$ cat src/rtl/audio_play_ctrl_if.sv
// Bundle of the signals between the playback sequencer and its surroundings.
// It carries four groups of signals:
//   - recorder/SDRAM status and playback controls
//       sdram_init_done, voice_write_done, play_start, play_stop, loop_en, play_len
//   - read-FIFO port
//       rd_load, sys_rd, sys_data_in
//   - audio side
//       sample_out, sample_valid
//   - status
//       busy, play_done
// The slave modport is the sequencer's view. The master modport is the view
// of the environment that drives the controls and the FIFO data.
interface audio_play_ctrl_if #(
  parameter int LEN_W = 22
);
  logic             sdram_init_done;
  logic             voice_write_done;
  logic             play_start;
  logic             play_stop;
  logic             loop_en;
  logic [LEN_W-1:0] play_len;
  logic             rd_load;
  logic             sys_rd;
  logic [15:0]      sys_data_in;
  logic [15:0]      sample_out;
  logic             sample_valid;
  logic             busy;
  logic             play_done;

  modport master (
    output sdram_init_done, voice_write_done, play_start, play_stop, loop_en,
           play_len, sys_data_in,
    input  rd_load, sys_rd, sample_out, sample_valid, busy, play_done
  );

  modport slave (
    input  sdram_init_done, voice_write_done, play_start, play_stop, loop_en,
           play_len, sys_data_in,
    output rd_load, sys_rd, sample_out, sample_valid, busy, play_done
  );
endinterface

$ cat src/rtl/audio_play_ctrl.sv
// Playback sequencer downstream of the SDRAM read FIFO.
// After a recording is stored, it does the following:
//   - pulses rd_load to rewind the read address;
//   - waits for the FIFO to prefill;
//   - pops one 16-bit sample per audio sample period and presents it to the DAC side.
// It supports single-shot playback, looping and abort.
// Ports:
//   clk    read-side clock (same clock as the FIFO read port)
//   rst_n  synchronous active-low reset
//   bus    audio_play_ctrl_if.slave, which carries the controls, the FIFO port,
//          the sample output and the status
//
// state   | meaning
// --------+--------------------------------------------------------------
// IDLE    | waiting for an accepted play_start
// LOAD    | rd_load held high for LOAD_CYCLES clocks
// PREFILL | waiting PREFILL_CYCLES clocks for the read FIFO to fill
// PLAY    | one FIFO pop per CLK_DIV clocks until play_len samples are out
// DONE    | one-clock play_done pulse, then back to IDLE
module audio_play_ctrl #(
  parameter int CLK_DIV        = 1024,
  parameter int PREFILL_CYCLES = 2048,
  parameter int LOAD_CYCLES    = 4,
  parameter int LEN_W          = 22
) (
  input logic              clk,
  input logic              rst_n,
  audio_play_ctrl_if.slave bus
);
  localparam int DIV_W   = $clog2(CLK_DIV);
  localparam int TMR_MAX = (PREFILL_CYCLES > LOAD_CYCLES) ? PREFILL_CYCLES : LOAD_CYCLES;
  localparam int TMR_W   = $clog2(TMR_MAX + 1);

  localparam logic [DIV_W-1:0] DIV_LAST  = DIV_W'(CLK_DIV - 1);
  localparam logic [TMR_W-1:0] LOAD_LAST = TMR_W'(LOAD_CYCLES - 1);
  localparam logic [TMR_W-1:0] PRE_LAST  = TMR_W'(PREFILL_CYCLES - 1);

  typedef enum logic [2:0] {IDLE, LOAD, PREFILL, PLAY, DONE} state_t;

  state_t           state, state_nx;
  logic [TMR_W-1:0] tmr, tmr_nx;
  logic [DIV_W-1:0] div, div_nx;
  logic [LEN_W-1:0] cnt, cnt_nx, cnt_inc;
  logic [LEN_W-1:0] len_r, len_nx;
  logic             rec_ok;
  logic             sample_cap;
  logic [15:0]      sample_hold;
  logic             rd_load, sys_rd, play_done;

  // The LOAD and PREFILL phases share one down-counter. Each phase ends when
  // the counter reaches zero.
  always_comb begin
    state_nx  = state;
    tmr_nx    = tmr;
    div_nx    = div;
    cnt_nx    = cnt;
    len_nx    = len_r;
    rd_load   = 1'b0;
    sys_rd    = 1'b0;
    play_done = 1'b0;
    cnt_inc   = cnt + LEN_W'(1);
    case (state)
      IDLE: begin
        if (bus.play_start && !bus.play_stop && bus.sdram_init_done && rec_ok &&
            (bus.play_len != '0)) begin
          len_nx   = bus.play_len;
          cnt_nx   = '0;
          tmr_nx   = LOAD_LAST;
          state_nx = LOAD;
        end
      end
      LOAD: begin
        rd_load = 1'b1;
        if (tmr == '0) begin
          tmr_nx   = PRE_LAST;
          state_nx = PREFILL;
        end else begin
          tmr_nx = tmr - TMR_W'(1);
        end
      end
      PREFILL: begin
        if (tmr == '0) begin
          div_nx   = '0;
          state_nx = PLAY;
        end else begin
          tmr_nx = tmr - TMR_W'(1);
        end
      end
      PLAY: begin
        sys_rd = (div == '0);
        div_nx = (div == DIV_LAST) ? '0 : div + DIV_W'(1);
        // sample_cap marks the cycle in which the popped word is on sys_data_in.
        if (sample_cap) begin
          cnt_nx = cnt_inc;
          if (cnt_inc == len_r) begin
            if (bus.loop_en) begin
              cnt_nx   = '0;
              tmr_nx   = LOAD_LAST;
              state_nx = LOAD;
            end else begin
              state_nx = DONE;
            end
          end
        end
      end
      DONE: begin
        // An abort landing on the last cycle still suppresses the completion pulse.
        play_done = !bus.play_stop;
        state_nx  = IDLE;
      end
      default: state_nx = IDLE;
    endcase
    if ((state != IDLE) && bus.play_stop) state_nx = IDLE;
  end

  always_ff @(posedge clk) begin
    if (!rst_n) begin
      state       <= IDLE;
      tmr         <= '0;
      div         <= '0;
      cnt         <= '0;
      len_r       <= '0;
      rec_ok      <= 1'b0;
      sample_cap  <= 1'b0;
      sample_hold <= '0;
    end else begin
      state      <= state_nx;
      tmr        <= tmr_nx;
      div        <= div_nx;
      cnt        <= cnt_nx;
      len_r      <= len_nx;
      // An abort does not cancel the pending capture: the FIFO pop already happened.
      sample_cap <= sys_rd;
      if (bus.voice_write_done) rec_ok <= 1'b1;
      if (sample_cap) sample_hold <= bus.sys_data_in;
    end
  end

  // FIFO data is valid only in the cycle after sys_rd. It is passed straight
  // through during that cycle, so the strobe and the new value line up.
  assign bus.sample_out   = sample_cap ? bus.sys_data_in : sample_hold;
  assign bus.sample_valid = sample_cap;
  assign bus.rd_load      = rd_load;
  assign bus.sys_rd       = sys_rd;
  assign bus.busy         = (state != IDLE);
  assign bus.play_done    = play_done;
endmodule

$ cat src/flat_wrapper.sv
// flat-port wrapper written by rule: the top's interface ports become plain ports
module audio_play_ctrl_flat 
#(
  parameter int CLK_DIV        = 1024,
  parameter int PREFILL_CYCLES = 2048,
  parameter int LOAD_CYCLES    = 4,
  parameter int LEN_W          = 22
)
  (clk, rst_n, bus_sdram_init_done, bus_voice_write_done, bus_play_start, bus_play_stop, bus_loop_en, bus_play_len, bus_sys_data_in, bus_rd_load, bus_sys_rd, bus_sample_out, bus_sample_valid, bus_busy, bus_play_done);
  audio_play_ctrl_if #(.LEN_W(LEN_W)) bus_i ();
  input logic clk;
  input logic rst_n;
  input wire logic [$bits(bus_i.sdram_init_done)-1:0] bus_sdram_init_done;
  input wire logic [$bits(bus_i.voice_write_done)-1:0] bus_voice_write_done;
  input wire logic [$bits(bus_i.play_start)-1:0] bus_play_start;
  input wire logic [$bits(bus_i.play_stop)-1:0] bus_play_stop;
  input wire logic [$bits(bus_i.loop_en)-1:0] bus_loop_en;
  input wire logic [$bits(bus_i.play_len)-1:0] bus_play_len;
  input wire logic [$bits(bus_i.sys_data_in)-1:0] bus_sys_data_in;
  output wire logic [$bits(bus_i.rd_load)-1:0] bus_rd_load;
  output wire logic [$bits(bus_i.sys_rd)-1:0] bus_sys_rd;
  output wire logic [$bits(bus_i.sample_out)-1:0] bus_sample_out;
  output wire logic [$bits(bus_i.sample_valid)-1:0] bus_sample_valid;
  output wire logic [$bits(bus_i.busy)-1:0] bus_busy;
  output wire logic [$bits(bus_i.play_done)-1:0] bus_play_done;
  assign bus_i.sdram_init_done = bus_sdram_init_done;
  assign bus_i.voice_write_done = bus_voice_write_done;
  assign bus_i.play_start = bus_play_start;
  assign bus_i.play_stop = bus_play_stop;
  assign bus_i.loop_en = bus_loop_en;
  assign bus_i.play_len = bus_play_len;
  assign bus_i.sys_data_in = bus_sys_data_in;
  assign bus_rd_load = bus_i.rd_load;
  assign bus_sys_rd = bus_i.sys_rd;
  assign bus_sample_out = bus_i.sample_out;
  assign bus_sample_valid = bus_i.sample_valid;
  assign bus_busy = bus_i.busy;
  assign bus_play_done = bus_i.play_done;
  audio_play_ctrl #(.CLK_DIV(CLK_DIV), .PREFILL_CYCLES(PREFILL_CYCLES), .LOAD_CYCLES(LOAD_CYCLES), .LEN_W(LEN_W)) u_core (.clk(clk), .rst_n(rst_n), .bus(bus_i));
endmodule
$ cat config.mk
export PLATFORM = sky130hd
export DESIGN_NAME = audio_play_ctrl_flat
export DESIGN_NICKNAME = d
export VERILOG_FILES = /design/src/rtl/audio_play_ctrl_if.sv /design/src/rtl/audio_play_ctrl.sv /design/src/flat_wrapper.sv
export SDC_FILE = /design/constraint.sdc
export NUM_CORES = 1
export LEC_CHECK = 0
export CORE_ASPECT_RATIO = 2
export CORE_MARGIN = 4
export CORE_UTILIZATION = 35
export CTS_BUF_LIST = sky130_fd_sc_hd__clkbuf_4 sky130_fd_sc_hd__clkbuf_8
export DETAILED_ROUTE_END_ITERATION = 10
export DONT_BUFFER_PORTS = 1
export GPL_ROUTABILITY_DRIVEN = 0
export PLACE_DENSITY_LB_ADDON = 0.3
export SLEW_MARGIN = 20
export SYNTH_ARGS = -nofsm -noshare
export SYNTH_HDL_FRONTEND = slang
export SYNTH_SLANG_ARGS = --single-unit
export TNS_END_PERCENT = 50
$ cat constraint.sdc
create_clock -name clk -period 8.7 [get_ports clk]
set_input_delay 0.435 -clock clk [delete_from_list [all_inputs] [get_ports clk]]
set_output_delay 0.435 -clock clk [all_outputs]
set_load 0.005 [all_outputs]
==> qor.yml, run 1 <==
status:
  status: "complete, no violations"
layout:
  antenna_cells: 0
  fin_util_pct: 37.7
  fin_nets: 593
  fin_area_sq_um: 5070
  final_cells: 703
  mostFrequentLayoutCells: "dfxtp_1 (87), nor2_1 (72), nand2_1 (41)"
  multi_input_area_sq_um: 2830
  drive_gt1_share_pct: 8.76
  regArea_sq_um: 1740
  mostFrequentLayoutCell: "dfxtp_1"
  fill_cells: 1366
  syn2layout_area_growth_pct: 6.27
power_and_ir_drop:
  p_per_area_nw_per_um2: 233
  peakVddDrop_uv: 124
  power_leakage_nw: 1.97
clocking:
  clock_path_buffers: 2
  cts_buffers: 9
  cts-root-buf: "clkbuf_8"
  clk_pin_slew_ns: 0.08
  cts_tree: "built"
  cts_hold_buf: 0
  clock_latency_ns: 0.37
  post_cts_buffers: 0
  cts_resized: 0
  numClockSinks: 87
  htreeDepth: 3
placement:
  dp_hpwl_mm: 9.56
  port_buffers: 0
  dp.cells: 687
  postPlaceCellArea_sq_um: 4830
sta:
  skew_ns: 0.0124
  tns_ns: 0
  fin_crit_ns: 4.13
  worst_hold_slack_ns: 0.181
  slew_violations: 0
  rsz0062_at_grt: "no"
  slew_headroom_pct: 33.8
  worstMarginPinSlew_ns: 0.993
  hold_violations: 0
  setup_viol: 0
  timing.final.crit_share_pct: 47.5
  max_freq_mhz: 242
floorplanning:
  io-pin-count: 66
  chipHeight_um: 173
  dieArea_sq_um: 15700
  start_util_pct: 35.5
  num_rows: 60
  core_region_area_sq_um: 13400
  fp.dieW_um: 90.6
yosys:
  ys.flop_type: "dfxtp_1"
  synth_seq_cells: 87
  synth_cells: 564
  yosysUniqueCellTypes: 66
  seq_area_frac_synth_pct: 36.5
  synth_edf_count: 0
  syn_area_sq_um: 4770
  syn-num-nets: 614
  synthArstFlopShare_pct: 0
  synth_area_per_cell_sq_um: 8.46
  synth_warnings: 0
route:
  drtIter0Drc: 229
  drc: 0
  drt-total-wl_mm: 12.6
  firstDrtPassIters: 5
  vias: 4044
  antenna_left: 0
  drt-vias-per-instance: 5.75
  avgRoutedWirePerCell_um: 17.9
setup_path:
  critical-path-slowest-cell: "nor3_1"
  crit_chain: "ha_1 > nand3_1 > nor3_1 > nand3_1 > xnor2_1 > nor4_4 > a41oi_2 > a21oi_1 > o221a_2"
  cp.arrival_ns: 4.45
  critPathMaxStageDelay_ns: 0.79
  worst_setup_path_end_kind: "register"
  cp.required_ns: 9.02
  cpMostUsedCell: "nand3_1"
  critPathLaunchType: "register"
  setup.worst_path.class: "register to register"
  crit_fanout: 21
run:
  maxCapViolCount: 0
grt:
  grtUsageMet1_pct: 16.4
  grt_max_degree: 42
  overflow: 0
  top_usage_layer: "met2"
  grt.total_usage_pct: 16.2
  use_met3_pct: 4.05
  antenna_found_initial: 1
  first_global_vias: 4029
  grt_first_pass_wirelength_mm: 20.3
  met2_usage_pct: 29.4
hold_path:
  hp-class: "input port to register"
cell type report:
cell class | count | area share (%)
timing repair buffer | 4 | 0.592
clock inverter | 4 | 1.53
clock buffer | 12 | 3.13
tap | 155 | 3.83
sequential | 87 | 34.4
multi-input combinational | 431 | 55.8
inverter | 10 | 0.740
power by group:
group,leakage [nW],switching (mW),total [mW],internal (mW)
logic,1.15,0.244,0.389,0.144
clock network,0.120,0.151,0.332,0.182
registers,0.702,0.0365,0.461,0.424
registers in the layout, indices dropped and copies added (netlist names):
register                 flops
u_core.cnt                  22
u_core.tmr                  12
u_core.state                 3
u_core.rec_ok                1
u_core.div                  10
u_core.len_r                22
u_core.bus.sample_valid      1
u_core.sample_hold          16
worst max-delay path: cells and delay by family (launching register included):
kind	cells	cell delay, ns
AOI/OAI and AO/OA	3	1.11
xor gates and xnor gates	1	0.30
adders and majority gates	1	0.29
DFF	1	0.46
and+or+nand+nor	4	1.92
cells by family after synthesis:
| family | share of synthesized area [%] |
|---|---|
| mux | 9.05 |
| simple gates | 26.9 |
| flops | 36.5 |
| fa+ha+maj | 1.31 |
| buf+inv | 4.17 |
| compound gates | 15.5 |
| xor+xnor | 6.61 |
path summary, 6_finish.rpt:
path | slack (ns) | end | cells past startpoint | from
worst max register to register | 4.57 | u_core.tmr[9]$_SDFFE_PN0P_ | 9 | u_core.cnt[0]$_SDFFE_PN0P_
worst max-delay path | 4.57 | u_core.tmr[9]$_SDFFE_PN0P_ | 9 | u_core.cnt[0]$_SDFFE_PN0P_
worst min register to register | 0.47 | u_core.rec_ok$_SDFFE_PN0P_ | 2 | u_core.rec_ok$_SDFFE_PN0P_
worst min-delay path | 0.18 | u_core.tmr[0]$_SDFFE_PN0P_ | 2 | rst_n
routing by layer:
metal	routed length, um	vias up
li1	-	1999
met1	4600	1885
met2	6610	124
met3	756	34
met4	631	2
met5	20	-
cells in the mapped netlist (4+ instances only):
cell type | n | area share (%)
dfxtp_1 | 87 | 37
nor2_1 | 72 | 5.7
nand2_1 | 41 | 3.2
a21oi_1 | 27 | 2.8
xnor2_1 | 27 | 5.0
nand3_1 | 26 | 2.7
mux2i_1 | 24 | 5.0
clkbuf_1 | 23 | 1.8
and2_1 | 22 | 2.9
mux2_2 | 17 | 4.0
o21ai_0 | 17 | 1.8
nor4_1 | 15 | 2.0
and3_1 | 13 | 1.7
buf_2 | 9 | 0.94
inv_1 | 9 | 0.71
nand4_1 | 9 | 1.2
xor2_1 | 9 | 1.7
nor3_1 | 8 | 0.84
nor3b_1 | 8 | 1.3
o221a_1 | 8 | 1.9
a31oi_1 | 7 | 0.92
a22oi_1 | 6 | 0.94
ha_1 | 5 | 1.3
o31ai_1 | 5 | 0.79
a211oi_1 | 4 | 0.63
nand3b_1 | 4 | 0.63
or3_1 | 4 | 0.52
through the flow:
stage	power, mW	setup slack [ns]
after floorplan	0.771	5.95
after global placement	0.846	4.86
after detailed placement	0.857	4.72
after CTS	1.19	4.70
after global routing	1.27	4.30
final	1.18	4.57
No activity file was read; power rests on OpenSTA's default activity.
==> run 2, diff against run 1 <==
==> constraint.sdc (replaced) <==
create_clock -name clk -period 4.15 [get_ports clk]
set_input_delay 0.2075 -clock clk [delete_from_list [all_inputs] [get_ports clk]]
set_output_delay 0.2075 -clock clk [all_outputs]
set_load 0.005 [all_outputs]
==> qor.yml, run 2 (synthesis results as in run 1) <==
clocking:
  clock_latency_ns: 0.38  # about the same
  clk_pin_slew_ns: 0.09  # about the same
  htreeDepth: 3  # unchanged
  clock_path_buffers: 2  # unchanged
  cts_tree: "built"
  cts_buffers: 9  # unchanged
  post_cts_buffers: 0  # unchanged
  numClockSinks: 87  # unchanged
  cts-root-buf: "clkbuf_8"
route:
  drt-total-wl_mm: 12.7  # +0.63%
  firstDrtPassIters: 4  # -1
  drc: 0  # unchanged
  vias: 4170  # +3.1%
  avgRoutedWirePerCell_um: 17.4  # -3.1%
  antenna_left: 0  # unchanged
  drt-vias-per-instance: 5.71  # -0.70%
  drtIter0Drc: 140  # -39%
power_and_ir_drop:
  peakVddDrop_uv: 281  # +130%
  power_leakage_nw: 2.05  # +4.2%
  p_per_area_nw_per_um2: 447  # +92%
setup_path:
  crit_chain: "ha_1 > nand3_1 > nor4_1 > o21ai_0 > a221oi_1 > and2_1 > nand3_2 > nand3_1 > o311ai_0"
  critPathMaxStageDelay_ns: 0.68  # -0.11 ns
  worst_setup_path_end_kind: "register"
  setup.worst_path.class: "register to register"
  crit_buf_inv: 0  # unchanged
  path_delay_family: "simple AND/OR/NAND/NOR gates"
  cp.arrival_ns: 4.07  # -0.38 ns
  critical-path-slowest-cell: "a221oi_1"
  critPathLaunchType: "register"
  crit_fanout: 12  # -43%
  cp.required_ns: 4.39  # -4.63 ns
  cpMostUsedCell: "nand3_1"
status:
  status: "complete, no violations"
sta:
  rsz0062_at_grt: "no"
  slew_violations: 0  # unchanged
  timing.final.crit_share_pct: 92.3  # +45 points
  worst_hold_slack_ns: 0.0365  # -0.145 ns
  worstMarginPinSlew_ns: 0.967  # -0.0258 ns
  max_freq_mhz: 261  # +7.8%
  setup_viol: 0  # unchanged
  slew_headroom_pct: 35.5  # +1.7 points
  skew_ns: 0.0112  # -0.00122 ns
  hold_violations: 0  # unchanged
  tns_ns: 0  # unchanged
  fin_crit_ns: 3.83  # -0.299 ns
  fin_ws_ns: 0.318  # -4.25 ns
grt:
  antenna_found_initial: 0  # -1
  overflow: 0  # unchanged
  grt_first_pass_wirelength_mm: 20.7  # +1.7%
  grt.total_usage_pct: 16.5  # +0.25 points
  grt_max_degree: 35  # -17%
  first_global_vias: 4340  # +7.7%
placement:
  pre_cts_slack_ns: 0.350  # -4.37 ns
  postPlaceCellArea_sq_um: 4860  # +0.62%
  dp_hpwl_mm: 9.39  # -1.7%
  port_buffers: 0  # unchanged
layout:
  reg_top3: "u_core.cnt: 22 flops, u_core.len_r: 22 flops, u_core.sample_hold: 16 flops"
  mostFrequentLayoutCell: "dfxtp_1"
  fin_area_sq_um: 5280  # +4.1%
  fill_cells: 1354  # -0.88%
  antenna_cells: 0  # unchanged
  mostFrequentLayoutCells: "dfxtp_1 (87), nor2_1 (72), nand2_1 (41)"
  syn2layout_area_growth_pct: 10.6
  drive_gt1_share_pct: 9.04  # +0.28 points
  fin_nets: 621  # +4.7%
floorplanning:
  start_util_pct: 35.5  # unchanged
  io-pin-count: 66  # unchanged
  dieArea_sq_um: 15700  # unchanged
  fp.dieW_um: 90.6  # unchanged
  num_rows: 60  # unchanged
  chipHeight_um: 173  # unchanged
  core_region_area_sq_um: 13400  # unchanged
run:
  maxCapViolCount: 0  # unchanged
hold_path:
  hp-class: "input port to register"
-- run 2: what timing repair did --
item	CTS	global route
endpoints found under the setup margin	0	7
resized for setup	0	1
hold buffers	24	0
hold endpoints to repair	52	0
-- run 2: layout make-up --
class                   instances  area [sq um]  area share [%]
multi-input cells             431          2840            53.7
flip-flops and latches         87          1740            33.0
well taps                     155           194            3.67
inverters                      10          37.5           0.711
clock inverters                 6          46.3           0.877
repair buffers                 32           300            5.69
clock buffers                   9           124            2.35
-- run 2: report_power, final --
group / internal (mW) / leakage, nW / switching (mW)
logic: 0.318 / 1.27 / 0.527
clock network: 0.217 / 0.0817 / 0.330
registers: 0.890 / 0.702 / 0.0761
total: 1.42 / 2.05 / 0.933
-- run 2: metrics by stage --
| step | total power [mW] | std cells | util (%) |
|---|---|---|---|
| after floorplan | 1.62 | 564 | - |
| after global placement | 1.78 | 691 | 36.2 |
| after detailed placement | 1.80 | 691 | 36.2 |
| after CTS | 2.37 | 730 | 39.2 |
| after global routing | 2.51 | 730 | 39.3 |
| final | 2.36 | 730 | 39.3 |
-- run 2: routing by layer --
layer	wire length, um	GRT usage [%]	vias up
li1	-	-	2047
met1	4520	16.0	1980
met2	6930	31.1	109
met3	686	3.92	34
met4	563	9.14	0
met5	0	0	-
-- run 2: final timing paths --
| path | startpoint | endpoint | slack [ns] | cells after the start |
|---|---|---|---|---|
| worst max-delay path | u_core.cnt[0]$_SDFFE_PN0P_ | u_core.cnt[12]$_SDFFE_PN0P_ | 0.32 | 9 |
| worst min register to register | u_core.rec_ok$_SDFFE_PN0P_ | u_core.rec_ok$_SDFFE_PN0P_ | 0.50 | 2 |
| worst max register to register | u_core.cnt[0]$_SDFFE_PN0P_ | u_core.cnt[12]$_SDFFE_PN0P_ | 0.32 | 9 |
| worst min-delay path | bus_loop_en | u_core.state[2]$_SDFFE_PP0P_ | 0.04 | 2 |
==> run 3, diff against run 2 <==
--- a/config.mk
+++ b/config.mk
@@ -12,7 +12,9 @@
 export DETAILED_ROUTE_END_ITERATION = 10
 export DONT_BUFFER_PORTS = 1
 export GPL_ROUTABILITY_DRIVEN = 0
+export GPL_TIMING_DRIVEN = 0
 export PLACE_DENSITY_LB_ADDON = 0.3
+export SKIP_LAST_GASP = 1
 export SLEW_MARGIN = 20
 export SYNTH_ARGS = -nofsm -noshare
 export SYNTH_HDL_FRONTEND = slang
==> constraint.sdc (replaced) <==
create_clock -name clk -period 4.15 [get_ports clk]
set_input_delay 0.2075 -clock clk [delete_from_list [all_inputs] [get_ports clk]]
set_output_delay 0.2075 -clock clk [all_outputs]
set_load 0.05 [all_outputs]
==> qor.yml, run 3 (synthesis results as in run 1) <==
placement:
  dp_hpwl_mm: 10.1  # +7.3%
  postPlaceCellArea_sq_um: 4990  # +2.7%
  port_buffers: 0  # unchanged
power_and_ir_drop:
  power_leakage_nw: 2.14  # +3.9%
  fin_total_pwr_mw: 2.55  # +8.0%
  peakVddDrop_uv: 223  # -21%
  p_per_area_nw_per_um2: 469  # +5.0%
grt:
  grtUsageMet1_pct: 16.9  # +0.94 points
  met2_usage_pct: 30.9  # -0.25 points
  antenna_found_initial: 0  # unchanged
  overflow: 0  # unchanged
  first_global_vias: 4355  # +0.35%
  grt_first_pass_wirelength_mm: 21.2  # +2.6%
  grt.total_usage_pct: 16.8  # +0.29 points
  top_usage_layer: "met2"
  use_met3_pct: 3.35  # -0.57 points
  grt_max_degree: 16  # -54%
route:
  drc: 0  # unchanged
  drt-vias-per-instance: 5.65  # -1.1%
  avgRoutedWirePerCell_um: 17.2  # -1.3%
  vias: 4292  # +2.9%
  drtIter0Drc: 144  # +2.9%
  firstDrtPassIters: 4  # unchanged
  drt-total-wl_mm: 13.1  # +2.8%
  antenna_left: 0  # unchanged
layout:
  antenna_cells: 0  # unchanged
  drive_gt1_share_pct: 9.92  # +0.87 points
  fin_area_sq_um: 5430  # +2.9%
  fin_util_pct: 40.4  # +1.1 points
  mostFrequentLayoutCells: "dfxtp_1 (87), nor2_1 (72), nand2_1 (41)"
  fin_nets: 650  # +4.7%
  mostFrequentLayoutCell: "dfxtp_1"
  reg_top3: "u_core.cnt: 22 flops, u_core.len_r: 22 flops, u_core.sample_hold: 16 flops"
  syn2layout_area_growth_pct: 13.8
sta:
  skew_ns: 0.0120  # +0.000756 ns
  timing.final.crit_share_pct: 89.6  # -2.7 points
  max_freq_mhz: 269  # +3.0%
  setup_viol: 0  # unchanged
  slew_violations: 0  # unchanged
  fin_crit_ns: 3.72  # -0.111 ns
  worstMarginPinSlew_ns: 0.989  # +0.0220 ns
  worst_hold_slack_ns: 0.0343  # -0.00220 ns
  slew_headroom_pct: 33.5  # -2.1 points
  hold_violations: 0  # unchanged
  tns_ns: 0  # unchanged
  rsz0062_at_grt: "no"
floorplanning:
  num_rows: 60  # unchanged
  fp.dieW_um: 90.6  # unchanged
  core_region_area_sq_um: 13400  # unchanged
  dieArea_sq_um: 15700  # unchanged
  chipHeight_um: 173  # unchanged
  start_util_pct: 35.5  # unchanged
  io-pin-count: 66  # unchanged
clocking:
  clock_latency_ns: 0.36  # -0.02 ns
  cts_hold_buf: 22  # -8.3%
  cts_resized: 0  # unchanged
  cts_tree: "built"
  numClockSinks: 87  # unchanged
  htreeDepth: 3  # unchanged
  cts-root-buf: "clkbuf_8"
  cts_buffers: 9  # unchanged
  clk_pin_slew_ns: 0.09  # about the same
  clock_path_buffers: 2  # unchanged
  post_cts_buffers: 0  # unchanged
setup_path:
  crit_buf_inv: 1  # +1
  critical-path-slowest-cell: "a221oi_1"
  critPathMaxStageDelay_ns: 0.64  # -0.04 ns
  cp.required_ns: 4.39  # about the same
  cpMostUsedCell: "nand3_1"
  crit_fanout: 10  # -2
  worst_setup_path_end_kind: "register"
  path_delay_family: "simple AND/OR/NAND/NOR gates"
  crit_chain: "ha_1 > nand3_1 > nor4_1 > o21ai_0 > a221oi_1 > and2_1 > nand3_2 > nand3_1 > buf_2 > o22ai_1"
  setup.worst_path.class: "register to register"
  critPathLaunchType: "register"
  cp.arrival_ns: 3.96  # -0.11 ns
status:
  status: "complete, no violations"
run:
  maxCapViolCount: 0  # unchanged
hold_path:
  hp-class: "input port to register"
## run 3: cell count changes in the layout (fill, tap and decap cells not counted), sizes merged
cell / before / now
clkbuf: 9 / 34
buf: 8 / 16
dlygate4sd3: 24 / 22
bufinv: 0 / 1
clkinv: 4 / 3
clkinvlp: 2 / 1
## run 3: report_power, final
group / leakage (nW) / switching [mW] / total, mW / internal, mW
clock network: 0.106 / 0.321 / 0.637 / 0.316
registers: 0.702 / 0.0523 / 0.942 / 0.890
logic: 1.33 / 0.636 / 0.968 / 0.332
## run 3: path summary, 6_finish.rpt
path / from / to / slack (ns) / depth (start not counted)
max: u_core.cnt[0]$_SDFFE_PN0P_ / u_core.cnt[5]$_SDFFE_PN0P_ / 0.43 / 10
min: bus_play_len[12] / u_core.len_r[12]$_SDFFE_PN0P_ / 0.03 / 2
max reg2reg: u_core.cnt[0]$_SDFFE_PN0P_ / u_core.cnt[5]$_SDFFE_PN0P_ / 0.43 / 10
min reg2reg: u_core.rec_ok$_SDFFE_PN0P_ / u_core.rec_ok$_SDFFE_PN0P_ / 0.51 / 2
## run 3: final cells by class
class / instances / area, sq um
buffer: 36 / 161
clock buffer: 11 / 151
clock inverter: 5 / 63.8
fill: 1331 / 8010
inverter: 10 / 37.5
multi-input combinational: 431 / 2840
sequential: 87 / 1740
tap: 155 / 194
timing repair buffer: 25 / 239
## run 3: per-layer routing
| layer | routed length (um) | vias to the layer above |
|---|---|---|
| met5 | 0 | - |
| met4 | 593 | 0 |
| met3 | 648 | 37 |
| met2 | 6910 | 136 |
| met1 | 4900 | 2011 |
| li1 | - | 2108 |
## run 3: stage by stage
stage / cells / setup slack (ns)
finish: 760 / 0.430
detailed placement: 722 / 0.445
global placement: 719 / 0.474
floorplan: 564 / 1.36
global route: 760 / 0.0441
CTS: 760 / 0.426
## run 3: worst register-to-register path, delay by kind of cell (launching register included)
family | cells | cell delay [ns]
compound gates | 3 | 1.05
fa+ha+maj | 1 | 0.28
flops | 1 | 0.46
buf+inv | 1 | 0.29
simple gates | 5 | 1.53
